## src/rtl/instruction_fetch.sv

```systemverilog
// Fetch stage: owns the PC, drives the instruction ROM, and holds one fetched
// instruction in the IR for decode/execute over a valid/ready handshake.
// Branch redirects from execute flush the IR and refetch from the target.
//
// Ports:
//   clk, reset_n        clock, asynchronous active-low reset
//   run                 fetch enable (0 parks the stage)
//   rom_address         ROM address (the PC register)
//   rom_chip_select     ROM select, high while in FETCH
//   rom_data            ROM word, combinational from rom_address
//   ir_valid/ir_ready   IR handshake to decode/execute
//   ir_opcode           instruction bits [31:28]
//   ir_operand          instruction bits [15:0]
//   ir_pc               address the IR word was fetched from
//   branch_taken        single-cycle redirect pulse from execute
//   branch_target       redirect address
module instruction_fetch #(
    parameter int unsigned ADDR_WIDTH = 5,
    parameter int unsigned DATA_WIDTH = 32
) (
    input  logic                  clk,
    input  logic                  reset_n,
    input  logic                  run,
    output logic [ADDR_WIDTH-1:0] rom_address,
    output logic                  rom_chip_select,
    input  logic [DATA_WIDTH-1:0] rom_data,
    output logic                  ir_valid,
    input  logic                  ir_ready,
    output logic [3:0]            ir_opcode,
    output logic [15:0]           ir_operand,
    output logic [ADDR_WIDTH-1:0] ir_pc,
    input  logic                  branch_taken,
    input  logic [ADDR_WIDTH-1:0] branch_target
);

    localparam int unsigned OPC_W = 4;
    localparam int unsigned OPD_W = 16;

    typedef enum logic {
        IDLE  = 1'b0,
        FETCH = 1'b1
    } state_t;

    state_t                state_q, state_d;
    logic                  cs_q;
    logic [ADDR_WIDTH-1:0] pc_q, pc_d;
    logic                  valid_q, valid_d;
    logic [OPC_W-1:0]      opcode_q, opcode_d;
    logic [OPD_W-1:0]      operand_q, operand_d;
    logic [ADDR_WIDTH-1:0] irpc_q, irpc_d;
    logic                  load;

    // Middle instruction bits are not used by this stage.
    logic unused_rom_bits;
    assign unused_rom_bits = ^rom_data[DATA_WIDTH-OPC_W-1:OPD_W];

    // Next-state, PC and IR update; branch beats load and backpressure.
    always_comb begin
        state_d   = state_q;
        pc_d      = pc_q;
        valid_d   = valid_q;
        opcode_d  = opcode_q;
        operand_d = operand_q;
        irpc_d    = irpc_q;
        load      = 1'b0;

        case (state_q)
            IDLE:    if (run)  state_d = FETCH;
            FETCH:   if (!run) state_d = IDLE;
            default: state_d = IDLE;
        endcase

        load = (state_q == FETCH) && run && !branch_taken && (!valid_q || ir_ready);

        if (branch_taken) begin
            pc_d    = branch_target;
            valid_d = 1'b0;
        end else if (load) begin
            opcode_d  = rom_data[DATA_WIDTH-1 -: OPC_W];
            operand_d = rom_data[OPD_W-1:0];
            irpc_d    = pc_q;
            valid_d   = 1'b1;
            pc_d      = pc_q + ADDR_WIDTH'(1);
        end else if (valid_q && ir_ready) begin
            // Consumed with nothing to replace it: IR contents become don't-care.
            valid_d = 1'b0;
        end
    end

    // State and datapath registers.
    always_ff @(posedge clk or negedge reset_n) begin
        if (!reset_n) begin
            state_q   <= IDLE;
            cs_q      <= 1'b0;
            pc_q      <= '0;
            valid_q   <= 1'b0;
            opcode_q  <= '0;
            operand_q <= '0;
            irpc_q    <= '0;
        end else begin
            state_q   <= state_d;
            cs_q      <= (state_d == FETCH);
            pc_q      <= pc_d;
            valid_q   <= valid_d;
            opcode_q  <= opcode_d;
            operand_q <= operand_d;
            irpc_q    <= irpc_d;
        end
    end

    assign rom_address     = pc_q;
    assign rom_chip_select = cs_q;
    assign ir_valid        = valid_q;
    assign ir_opcode       = opcode_q;
    assign ir_operand      = operand_q;
    assign ir_pc           = irpc_q;

endmodule

```

## config.mk

```make
export PLATFORM = sky130hd
export DESIGN_NAME = instruction_fetch
export DESIGN_NICKNAME = d
export VERILOG_FILES = /design/src/rtl/instruction_fetch.sv
export SDC_FILE = /design/constraint.sdc
export NUM_CORES = 1
export LEC_CHECK = 0
export CAP_MARGIN = 15
export CORE_MARGIN = 2
export CORE_UTILIZATION = 30
export CTS_BUF_LIST = sky130_fd_sc_hd__clkbuf_8
export DETAILED_ROUTE_END_ITERATION = 10
export GPL_TIMING_DRIVEN = 0
export PLACE_DENSITY = 0.65
export SYNTH_ARGS = -nofsm -noshare
export SYNTH_HDL_FRONTEND = slang
export SYNTH_SLANG_ARGS = --single-unit
export TNS_END_PERCENT = 1
```

## constraint.sdc

```tcl
create_clock -name clk -period 1.8 [get_ports clk]
set_input_delay 0.36 -clock clk [delete_from_list [all_inputs] [get_ports clk]]
set_output_delay 0.36 -clock clk [all_outputs]
set_load 0.05 [all_outputs]
```

## Word-level counts from Yosys, hierarchy flattened

Cells that the tools add are included.
Widths: inputs -> output; s select.

| operators by class | value |
|---|---|
| divide/modulo/power cells | 0 |
| multiply operators | 0 |
| bitwise gates (word level) | 1 |
| magnitude comparators | 0 |
| add/sub/neg operators | 1 |
| equality and inequality tests | 0 |
| shift-type cells | 0 |
| reduce and logical (&&, ||, !) cells | 10 |
| mux-type cells | 6 |

Operators with widths:

| cell | number |
|---|---|
| $mux 5 | 2 |
| $add 5x1->5 const B | 1 |
| $logic_and 1x1->1 | 4 |
| $mux 1 | 4 |
| $reduce_bool 3->1 | 1 |
| $logic_not 1->1 | 2 |
| $reduce_and 2->1 | 1 |
| $reduce_bool 2->1 | 1 |
| $logic_or 1x1->1 | 1 |
| $not 1->1 | 1 |

| word-level totals | value |
|---|---|
| memories | 0 |
| register bits after elaboration | 32 |
| bits of input ports | 42 |
| word-level logic and storage cells | 24 |
| bits in read-only memories | 0 |
| RAM bits | 0 |
| bits in latches | 0 |
| output and inout port bits | 32 |

## Logic depth before layout (Yosys ltp)

| depth | value |
|---|---|
| depth after elaboration | 5 |
| depth in mapped cells | 5 |
| gate-level depth less buffers | 4 |

## Worst setup path after synthesis

Ideal clock, no wire load.

| path | value |
|---|---|
| path type | register to register |
| start point | reg valid_q, in the netlist ir_valid |
| end point | reg opcode_q[0], in the netlist ir_opcode[0] |
| library setup time | 0.125 ns |
| cell stages (with the launch flop) | 6 |
| setup slack | -0.042 ns |
| data arrival time | 1.717 ns |
| period minus slack after synthesis | 1.842 ns |
| cell sequence | dfrtp_1 nor2b_1 buf_4 nor3_4 buf_6 mux2_2 |

| on the way | value |
|---|---|
| longest elaborated chain between the ends | 4 |

RTL lines:

| what | RTL line | RTL |
|---|---|---|
| start: declaration | 47 | `logic valid_q, valid_d;` |
| start signal: assignment | 104 | `valid_q <= valid_d;` |
| $logic_not 1->1 | 73 | `load = (state_q == FETCH) && run && !branch_taken && (!valid_q \|\| ir_ready);` |
| $logic_or 1x1->1 | 73 |  |
| $logic_and 1x1->1 | 73 |  |
| $reduce_and 2->1 (no source line) | -- |  |
| end signal: assignment | 105 | `opcode_q <= opcode_d;` |
| end: declaration | 48 | `logic [OPC_W-1:0] opcode_q, opcode_d;` |

Every way passes these cells.
A chain may end at the register's enable or synchronous reset.

## Worst setup path in the final report

| path | value |
|---|---|
| start point | reg opcode_q[2], in the netlist ir_opcode[2] |
| end point | out ir_opcode[2] |

RTL lines:

| what | RTL line | RTL |
|---|---|---|
| end: declaration | 29 | `output logic [3:0] ir_opcode,` |

No word-level cell between the ends.

==> impl_metrics.py <==
metrics = {
    "global_route": {
        "gr-usage-all-layers_pct": 12.3,
        "grt_max_degree": 33,
        "grt_pass1_wl_um": 4700,
        "antenna_found_initial": 0,
        "gr-total-overflow": 0,
        "grt_pass1_vias": 999,
    },
    "timing": {
        "clock_skew_ns": 0.00411,
        "rsz0062_at_grt": "no",
        "finalHoldViolCount": 0,
        "fin_crit_sh_pct": 98.6,
        "finalCriticalPeriod_ns": 1.77,
        "slew_viol_final": 0,
        "slew_headroom_pct": 53.0,
        "setup_ws_ns": 0.0259,
        "tightest_slew_ns": 0.706,
        "finalSetupViolCount": 0,
        "fmax_ghz": 0.564,
    },
    "finish": {
        "n_antenna_cell": 0,
        "fin_util_pct": 51.6,
        "multi_input_area_um2": 470,
        "final_cell_mix": "30 x clkdlybuf4s50_1, 30 x dfrtp_1, 25 x mux2_2, 16 x dlygate4sd2_1, 14 x dlymetal6s2s_1",
        "layout.nets": 206,
        "syn_to_final_growth_pct": 61.3,
        "instances_no_fill": 214,
        "fin_area_um2": 2110,
        "seqCellArea_um2": 803,
        "drive_above_1_share_pct": 25.6,
        "num-fill-cells": 383,
    },
    "logic_synthesis": {
        "yosys.cell_types.count": 22,
        "yosys.area.top_type_share_pct": 61.3,
        "netlist_area_um2": 1310,
        "syn_nets": 135,
        "avgSynthCellArea_um2": 14.2,
        "seq_area_frac_synth_pct": 61.3,
        "yosysWarningCount": 0,
        "synthTopCellsByArea": "dfrtp_1 61%, mux2_2 22%, a31oi_1 1.9%",
        "netlist_instances": 92,
        "synth_top_area_cell": "dfrtp_1",
        "synth-seq-cells": 32,
    },
    "worst_setup_path": {
        "worstPathArrival_ns": 1.41,
        "path_buf_inv": 1,
        "crit_path_cell_trace": "clkdlybuf4s50_1",
        "worstSetupPathType": "register to primary output",
        "cp_top_family": "buffers and inverters",
        "max_stage_delay_ns": 0.80,
        "crit_required_ns": 1.44,
        "cp_max_fo": 2,
        "cp-end-kind": "primary output",
        "crit_path_top_delay_cell": "clkdlybuf4s50_1",
        "startpoint_type": "register",
    },
    "die": {
        "num_rows": 23,
        "core-area_um2": 4090,
        "start_util_pct": 32.0,
        "die_w_um": 70.0,
        "dieHeight_um": 70.0,
        "die-area_um2": 4900,
        "pin_count": 74,
    },
    "routing": {
        "viasPerCell": 4.70,
        "drc": 0,
        "drt.antenna.violating_nets": 0,
        "wl_per_cell_um": 14.1,
        "num_vias": 1005,
        "first_iter_violations": 36,
        "dr.pass1.iters": 3,
        "finalWirelength_um": 3020,
    },
    "place": {
        "placedCellCount": 203,
        "place_ws_ns": -0.385,
        "place_hpwl_um": 2220,
        "port_buffers": 61,
        "gp_congestion": 0.788,
        "postPlaceCellArea_um2": 1980,
    },
    "clocking": {
        "cts_tree": "yes",
        "clkTransAtPathRegs_ns": 0.06,
        "hold_buffers": 0,
        "cts_max_level": 2,
        "insertion_delay_ns": 0.27,
        "clock-root-buffer": "clkbuf_8",
        "cts_buffer_depth": 2,
        "cts.sinks": 32,
        "cts_buffers": 5,
    },
    "power_and_ir_drop": {
        "p_comb_share_pct": 40.1,
        "power.density_nw_per_um2": 1150,
        "p_sw_uw": 934,
        "ir_worst_vdd_uv": 462,
        "intPower_mw": 1.49,
        "clock_power_share_pct": 21.9,
        "power.share.sequential_pct": 38.0,
        "switching_share_pct": 38.5,
        "leakagePower_nw": 1.02,
    },
    "run_status": {
        "status": "finished, final reports clean",
    },
    "hold_path": {
        "hp-class": "input port to async pin",
    },
    "job": {
        "drv_cap": 0,
    },
}
==> cell families after synthesis <==
| family | share of synthesized area, % |
|---|---|
| simple gates | 8.43 |
| buf+inv | 2.87 |
| fa+ha+maj | 0.958 |
| compound gates | 4.88 |
| flops | 61.3 |
| mux | 21.6 |
==> through the flow <==
stage | TNS (ns) | power [mW] | hold slack [ns]
after detailed placement | -8.58 | 1.97 | 0.451
after global placement | -15.34 | 1.95 | 0.488
final | 0 | 2.43 | 0.136
after CTS | -0.746 | 2.48 | 0.151
after global routing | 0 | 2.55 | 0.184
after floorplan | 0 | 1.57 | 0.0644
==> power groups by stage <==
stage / Sequential (mW) / Combinational (mW) / Clock [mW]
after floorplan: 1.42 / 0.156 / 0
after global placement: 0.938 / 1.02 / 0
after detailed placement: 0.944 / 1.03 / 0
after CTS: 0.928 / 0.985 / 0.562
after global routing: 0.944 / 1.01 / 0.594
final: 0.923 / 0.974 / 0.531
==> final timing paths <==
path | start | end | slack [ns] | cells past startpoint
max | ir_opcode[2] | ir_opcode[2] | 0.03 | 1
min | reset_n | rom_address[3] | 0.14 | 1
max reg2reg | ir_valid | ir_operand[15] | 0.21 | 5
min reg2reg | ir_operand[5] | ir_operand[5] | 0.50 | 1
max in group asynchronous | reset_n | rom_chip_select | 1.17 | 1
min in group clk | ir_operand[5] | ir_operand[5] | 0.50 | 1
==> final cells by class <==
type / count / share of cell area [%]
Inverter: 2 / 0.356
Buffer: 3 / 1.43
Multi-Input combinational cell: 55 / 22.3
Tap cell: 50 / 2.97
Clock inverter: 2 / 0.356
Clock buffer: 6 / 3.92
Sequential cell: 32 / 38.1
Timing Repair Buffer: 64 / 30.5
==> sequential cells by signal, summed over array words and instances (netlist names) <==
name	count
rom_chip_select	1
rom_address	5
ir_pc	5
ir_opcode	4
ir_operand	16
ir_valid	1
==> repair_timing <==
item,CTS,global route
pin swaps,0,1
buffers inserted,0,3
gates resized for setup,17,14
setup endpoints to repair,37,34
==> cell usage after synthesis <==
cell type / number
nor2_1: 5
inv_1: 1
buf_4: 1
nand4_1: 1
mux2_2: 25
nor3_4: 1
a21oi_1: 1
and2_1: 1
o311ai_0: 1
nor2b_1: 1
clkinv_1: 1
buf_6: 2
nand3_1: 4
or4_1: 2
ha_1: 1
o21ai_0: 2
o31ai_1: 2
a31oi_1: 4
nand2_1: 2
or2b_1: 1
or3_1: 1
dfrtp_1: 32
==> layer usage <==
| metal | track usage [%] | vias to the layer above | part of all wire [%] |
|---|---|---|---|
| met5 | 0 | - | 0 |
| met4 | 5.13 | 0 | 1.1 |
| met3 | 4.04 | 4 | 7.3 |
| met2 | 20.6 | 42 | 51 |
| met1 | 14.3 | 486 | 41 |
| li1 | - | 473 | - |
No activity file was read; power rests on OpenSTA's default activity.
